--- src/rtl/bus_pkg.sv ---
// ---------------------------------------------------------------------------
// bus_pkg
// Shared definitions for the two-master shared bus: default widths, the
// bus-master FSM state encoding and the burst op encoding.
// No ports (package).
// ---------------------------------------------------------------------------
package bus_pkg;

  localparam int unsigned ADDR_W_DEF = 8;
  localparam int unsigned DATA_W_DEF = 32;
  localparam int unsigned LEN_W_DEF  = 5;

  // Bus-master FSM encoding
  localparam logic [1:0] IDLE = 2'd0;
  localparam logic [1:0] REQ  = 2'd1;
  localparam logic [1:0] XFER = 2'd2;
  localparam logic [1:0] DONE = 2'd3;

  typedef enum logic [1:0] {
    StIdle = IDLE,
    StReq  = REQ,
    StXfer = XFER,
    StDone = DONE
  } state_e;

  // Burst op encoding
  localparam logic OP_RD = 1'b0;
  localparam logic OP_WR = 1'b1;

endpackage

--- src/rtl/bus_master_ctrl.sv ---
// ---------------------------------------------------------------------------
// bus_master_ctrl
// Bus-master front end: captures a burst command, requests the bus from the
// arbiter, issues one address/data beat per granted cycle and releases the
// bus (m_req low) in the DONE cycle.
//
// Ports:
//   clk, reset            bus clock, synchronous active-high reset
//   start/op/base_addr/len command strobe and fields (sampled in IDLE only)
//   busy, done            status: busy while not IDLE, done pulses once
//   wdata, wdata_pop      write-data FIFO head and its pop strobe
//   rdata, rdata_valid    read data returned one cycle after a read beat
//   m_req, m_grant        request/grant handshake with the arbiter
//   m_wr/m_addr/m_dout    bus beat outputs, m_din bus read data
// ---------------------------------------------------------------------------
module bus_master_ctrl
  import bus_pkg::*;
#(
  parameter int unsigned ADDR_W = ADDR_W_DEF,
  parameter int unsigned DATA_W = DATA_W_DEF,
  parameter int unsigned LEN_W  = LEN_W_DEF
) (
  input  logic              clk,
  input  logic              reset,
  input  logic              start,
  input  logic              op,
  input  logic [ADDR_W-1:0] base_addr,
  input  logic [LEN_W-1:0]  len,
  output logic              busy,
  output logic              done,
  input  logic [DATA_W-1:0] wdata,
  output logic              wdata_pop,
  output logic [DATA_W-1:0] rdata,
  output logic              rdata_valid,
  output logic              m_req,
  input  logic              m_grant,
  output logic              m_wr,
  output logic [ADDR_W-1:0] m_addr,
  output logic [DATA_W-1:0] m_dout,
  input  logic [DATA_W-1:0] m_din
);

  state_e             r_state;
  state_e             w_state_d;
  logic               r_op;
  logic [ADDR_W-1:0]  r_base;
  logic [LEN_W-1:0]   r_len;
  logic [LEN_W-1:0]   r_idx;
  logic               r_rd_pend;

  logic               w_beat;
  logic               w_last;
  logic               w_capture;

  // A beat is any granted cycle in XFER; a lost grant simply stalls the burst.
  assign w_beat    = (r_state == StXfer) && m_grant;
  assign w_last    = (r_idx == (r_len - LEN_W'(1)));
  assign w_capture = (r_state == StIdle) && start && (len != '0);

  // State register
  always_ff @(posedge clk) begin
    if (reset) begin
      r_state <= StIdle;
    end else begin
      r_state <= w_state_d;
    end
  end

  // Next-state logic
  always_comb begin
    w_state_d = r_state;
    case (r_state)
      StIdle: begin
        if (start) begin
          // Zero-length bursts complete without ever touching the bus.
          w_state_d = (len == '0) ? StDone : StReq;
        end
      end
      StReq: begin
        if (m_grant) begin
          w_state_d = StXfer;
        end
      end
      StXfer: begin
        if (w_beat && w_last) begin
          w_state_d = StDone;
        end
      end
      StDone:  w_state_d = StIdle;
      default: w_state_d = StIdle;
    endcase
  end

  // Outputs
  always_comb begin
    m_req     = 1'b0;
    m_wr      = 1'b0;
    wdata_pop = 1'b0;
    m_dout    = '0;
    busy      = 1'b1;
    done      = 1'b0;
    case (r_state)
      StIdle: busy = 1'b0;
      StReq:  m_req = 1'b1;
      StXfer: begin
        m_req = 1'b1;
        if (m_grant && (r_op == OP_WR)) begin
          m_wr      = 1'b1;
          wdata_pop = 1'b1;
          m_dout    = wdata;
        end
      end
      // m_req drops here so the arbiter can hand over on the next edge.
      StDone:  done = 1'b1;
      default: busy = 1'b0;
    endcase
  end

  // Address wraps modulo 2^ADDR_W.
  assign m_addr      = r_base + ADDR_W'(r_idx);
  assign rdata       = m_din;
  assign rdata_valid = r_rd_pend;

  // Command capture, beat counter and read-pending flag
  always_ff @(posedge clk) begin
    if (reset) begin
      r_op      <= OP_RD;
      r_base    <= '0;
      r_len     <= '0;
      r_idx     <= '0;
      r_rd_pend <= 1'b0;
    end else begin
      r_rd_pend <= w_beat && (r_op == OP_RD);
      if (w_capture) begin
        r_op   <= op;
        r_base <= base_addr;
        r_len  <= len;
        r_idx  <= '0;
      end else if (w_beat) begin
        r_idx <= r_idx + LEN_W'(1);
      end
    end
  end

endmodule

--- config.mk ---
export PLATFORM = sky130hd
export DESIGN_NAME = bus_master_ctrl
export DESIGN_NICKNAME = d
export VERILOG_FILES = /design/src/rtl/bus_pkg.sv /design/src/rtl/bus_master_ctrl.sv
export SDC_FILE = /design/constraint.sdc
export NUM_CORES = 1
export LEC_CHECK = 0
export ABC_AREA = 1
export BUFFER_PORTS_ARGS = -buffer_cell sky130_fd_sc_hd__buf_2
export CORE_ASPECT_RATIO = 0.7
export CORE_MARGIN = 2
export CORE_UTILIZATION = 42
export DETAILED_ROUTE_END_ITERATION = 10
export PLACE_DENSITY = 0.87
export SYNTH_ARGS = -nofsm -noshare
export SYNTH_HDL_FRONTEND = slang
export SYNTH_SLANG_ARGS = --single-unit
export TNS_END_PERCENT = 100
--- constraint.sdc ---
create_clock -name clk -period 2.2 [get_ports clk]
set_input_delay 0 -clock clk [delete_from_list [all_inputs] [get_ports clk]]
set_output_delay 0 -clock clk [all_outputs]
set_load 0.02 [all_outputs]
Yosys cells after proc, flatten, opt, wreduce, memory -nomap -nowiden
Index checks and enable logic that the tools add are counted.
{"block": "totals", "ff_bits": 22, "inputBits": 82, "out_inout_bits": 78, "word_cells": 41}
{"block": "classes", "addsub": 3, "n_eq_ne": 7, "muxes": 12, "n_bitwise": 1, "n_reduce_logical": 12}
{"operator": "32-bit two-way mux", "count": 2}
{"operator": "8-bit by 5-bit adder with 8-bit output", "count": 1}
{"operator": "2-bit two-way mux", "count": 4}
{"operator": "2-bit one-hot mux with 4 select lines", "count": 1}
{"operator": "1-bit logical AND", "count": 6}
{"operator": "5-bit by 1-bit adder with 5-bit output, second input constant", "count": 1}
{"operator": "5-bit equality test", "count": 1}
{"operator": "5-bit logical NOT", "count": 1}
{"operator": "1-bit two-way mux", "count": 5}
{"operator": "5-bit nonzero test", "count": 1}
{"operator": "5-bit by 1-bit subtractor with 5-bit output, second input constant", "count": 1}
{"operator": "2-bit equality test, second input constant", "count": 2}
{"operator": "2-bit inequality test, second input constant", "count": 2}
{"operator": "2-bit OR reduction", "count": 2}
{"operator": "3-bit AND reduction", "count": 1}
{"operator": "2-bit by 1-bit equality test with 1-bit output, second input constant", "count": 1}
{"operator": "2-bit logical NOT", "count": 1}
{"operator": "2-bit by 1-bit inequality test with 1-bit output, second input constant", "count": 1}
{"operator": "1-bit inverter", "count": 1}

Depth between registers and ports, before layout
{"block": "logic_depth", "ltp_word": 5, "depth_mapped": 13, "depth_no_buf": 13}

Worst setup path before layout
No wires, ideal clock.
{"block": "synth_path", "path_type": "register -> output", "from": "register r_idx[0]", "to": "output m_addr[6]", "arrival_time_ps": 1719, "t_required_ps": 2200, "setup_slack_ps": 481, "stages_incl_launch_ff": 8, "n_path_buf": 0, "cell_sequence": "dfxtp_1 -> ha_1 -> inv_1 -> fa_1 -> o21ai_1 -> a21o_1 -> nand2_1 -> xnor2_1"}
{"block": "synth_between", "elab_chain_len": 1}
{"item": "start, declared", "line": "bus_master_ctrl.sv:48", "text": "logic [LEN_W-1:0] r_idx;"}
{"item": "start signal, assigned", "line": "bus_master_ctrl.sv:140", "text": "r_idx <= r_idx + LEN_W'(1);"}
{"item": "8-bit by 5-bit adder with 8-bit output", "line": "bus_master_ctrl.sv:120", "text": "assign m_addr = r_base + ADDR_W'(r_idx);"}
{"item": "end, declared", "line": "bus_master_ctrl.sv:38", "text": "output logic [ADDR_W-1:0] m_addr,"}
Every way passes these cells.

Final worst setup path
Same ends and word-level chain as after synthesis.

==> impl_metrics.toml <==
[pwr]
p_int_mw = 1.02
combPwrFrac = 0.469
power.leakage_nw = 1.45
switching_share = 0.413
p_total_mw = 1.74
seqPwrFrac = 0.312
ir_worst_vdd_uv = 627
p_clk_frac = 0.219
netSwitchingPower_mw = 0.719
p_per_area_nw_per_um2 = 762

[critical_path]
cp-start-kind = "flip-flop"
cp.required_ps = 2200
worstPathArrival_ps = 2010
worstSetupStartpoint = "r_idx[0]"
worstPathMaxFanout = 5
worst-setup-path-type = "flip-flop to output pin"
reg2reg_from = "r_state[0]"
r2r_slack_ps = 560
worstSetupEndpointType = "output pin"

[sta]
tightest_slew_ps = 442
setup-violations-final = 0
post-route-min-period_ps = 2010
clock_skew_ps = 4.02
hold_violations = 0
finalCritPeriodShare = 0.915
relSlewSlack = 0.705
clock.fmax_mhz = 497
totalNegativeSetupSlack_ps = 0
rsz0062_at_grt = "no"
report.final.slew_viol_count = 0
setup_ws_ps = 188

[hold_path]
hp-start = "m_din[12]"
hold_class = "input pin to output pin"

[synthesis]
ys_types = 26
yosys_warnings = 0
ys_ff_latch = 22
syn-instance-count = 296
syn_area_per_cell_um2 = 6.33
synth_fp_nets = 391
synth_area_um2 = 1870
ys_seq_area_frac = 0.235

[place]
pre_cts_slack_ps = 448
gp_congestion = 0.834
io_buffer_count = 95
post_dp_cell_area_um2 = 2140
hpwl_um = 3210

[detailed_routing]
antenna_left = 0
vias = 1905
routed_wl_um = 4090
routedWlPerCell_um = 9.75
viasPerCell = 4.54
drc = 0
firstDrtPassIters = 5
first_iter_violations = 78

[global_routing]
antenna_found_initial = 0
grt_max_degree = 34
grt_pass1_wl_um = 6330
grt_use_total = 0.153
grt_pass1_vias = 1509
gr-total-overflow = 0

[floorplan]
die_area_um2 = 5020
die_h_um = 59.9
initial_utilization = 0.435
io_pins = 160
fp.dieW_um = 83.8
num_rows = 20
core_area_um2 = 4300

[clocking]
cts_buffers = 3
cts_tree = "yes"
clkLatencyLatePin_ps = 270
cts_max_level = 1
cts.path.max_buffers = 2
cts-root-buf = "clkbuf_8"
clkSlewWorstSetupHoldPaths_ps = 80
cts_sinks = 22

[layout]
drive_gt1_frac = 0.326
seqCellArea_um2 = 440
utilization = 0.531
layout_commonest_cell = "buf_2"
antenna_cells = 0
fin_area_um2 = 2290
multi_input_area_um2 = 908
syn2layout_area_growth_pct = 22.0
fillerInstances = 408
fin_nets = 461
mostFrequentLayoutCells = "95 x buf_2, 59 x inv_1, 55 x nor2_1, 41 x nand2_1, 22 x dfxtp_1"

[run_status]
status = "completed"

[run]
cap_violations = 0
-- worst max-delay path: stages, from the launching register on --
cell and delay, ps:
dfxtp_1 400, ha_1 190, inv_1 50, fa_1 410
o21ai_2 210, a21o_1 130, nand2_1 50, xnor2_1 130
buf_2 180
-- power by group through the flow --
stage	Sequential (mW)	Clock, mW	Combinational [mW]
floorplan	0.538	0	0.700
global placement	0.548	0	0.789
finish	0.543	0.382	0.817
global route	0.555	0.410	0.920
detailed placement	0.552	0	0.802
CTS	0.544	0.392	0.817
-- flip-flops by register name, summed over array words and instances, names as in the netlist --
signal and flops:
r_state 2, r_idx 5, r_op 1, rdata_valid 1, r_base 8, r_len 5
-- what timing repair did --
item                       CTS  global route
setup buffers                0             0
hold endpoints to repair     8             0
resized for setup            0             1
setup endpoints to repair    0             1
hold buffers                 7             0
-- per-stage QoR --
step | cells | hold slack, ps
final | 420 | 0.00883
after global routing | 420 | 0.0304
after CTS | 420 | 0.137
after detailed placement | 409 | 0.137
after global placement | 409 | 0.137
after floorplan | 296 | 76.8
-- cell type report --
type / count / share of cell area
Inverter: 65 / 0.107
Clock buffer: 3 / 0.0181
Timing Repair Buffer: 103 / 0.242
Sequential cell: 22 / 0.193
Clock inverter: 1 / 0.0131
Tap cell: 55 / 0.0301
Multi-Input combinational cell: 171 / 0.397
-- logic make-up after synthesis --
group           Yosys count  synth area share
buf+inv                 103             0.282
fa+ha+maj                13            0.0908
flops                    22             0.235
xor+xnor                  7            0.0327
compound gates           33            0.0995
simple gates            118             0.260
-- per-layer routing --
layer	GRT usage	share of wire	vias up
li1	-	-	988
met1	0.198	0.45	833
met2	0.250	0.45	76
met5	0	0	-
met4	0.0553	0.012	0
met3	0.0428	0.091	8
-- path summary, 6_finish.rpt --
check | end | cells after the start
setup / recovery | m_addr[6] | 8
hold / removal | rdata[12] | 0
setup reg to reg | r_base[4] | 8
hold reg to reg | r_len[4] | 2
-- synth_stat cells, drive strengths merged --
library cell   n  share of area
dfxtp         22           0.23
a21oi         14          0.043
o22ai          1         0.0033
ha            12          0.080
o21ai         15          0.040
nand3         10          0.027
xnor2          3          0.014
nand2         47           0.10
nor3           3          0.011
inv           65           0.13
a21o           1         0.0040
xor2           4          0.019
o32ai          1         0.0047
nand4          1         0.0033
buf           38           0.15
o31ai          1         0.0040
fa             1          0.011
nor2          57           0.12
No activity file was read; power rests on OpenSTA's default activity.
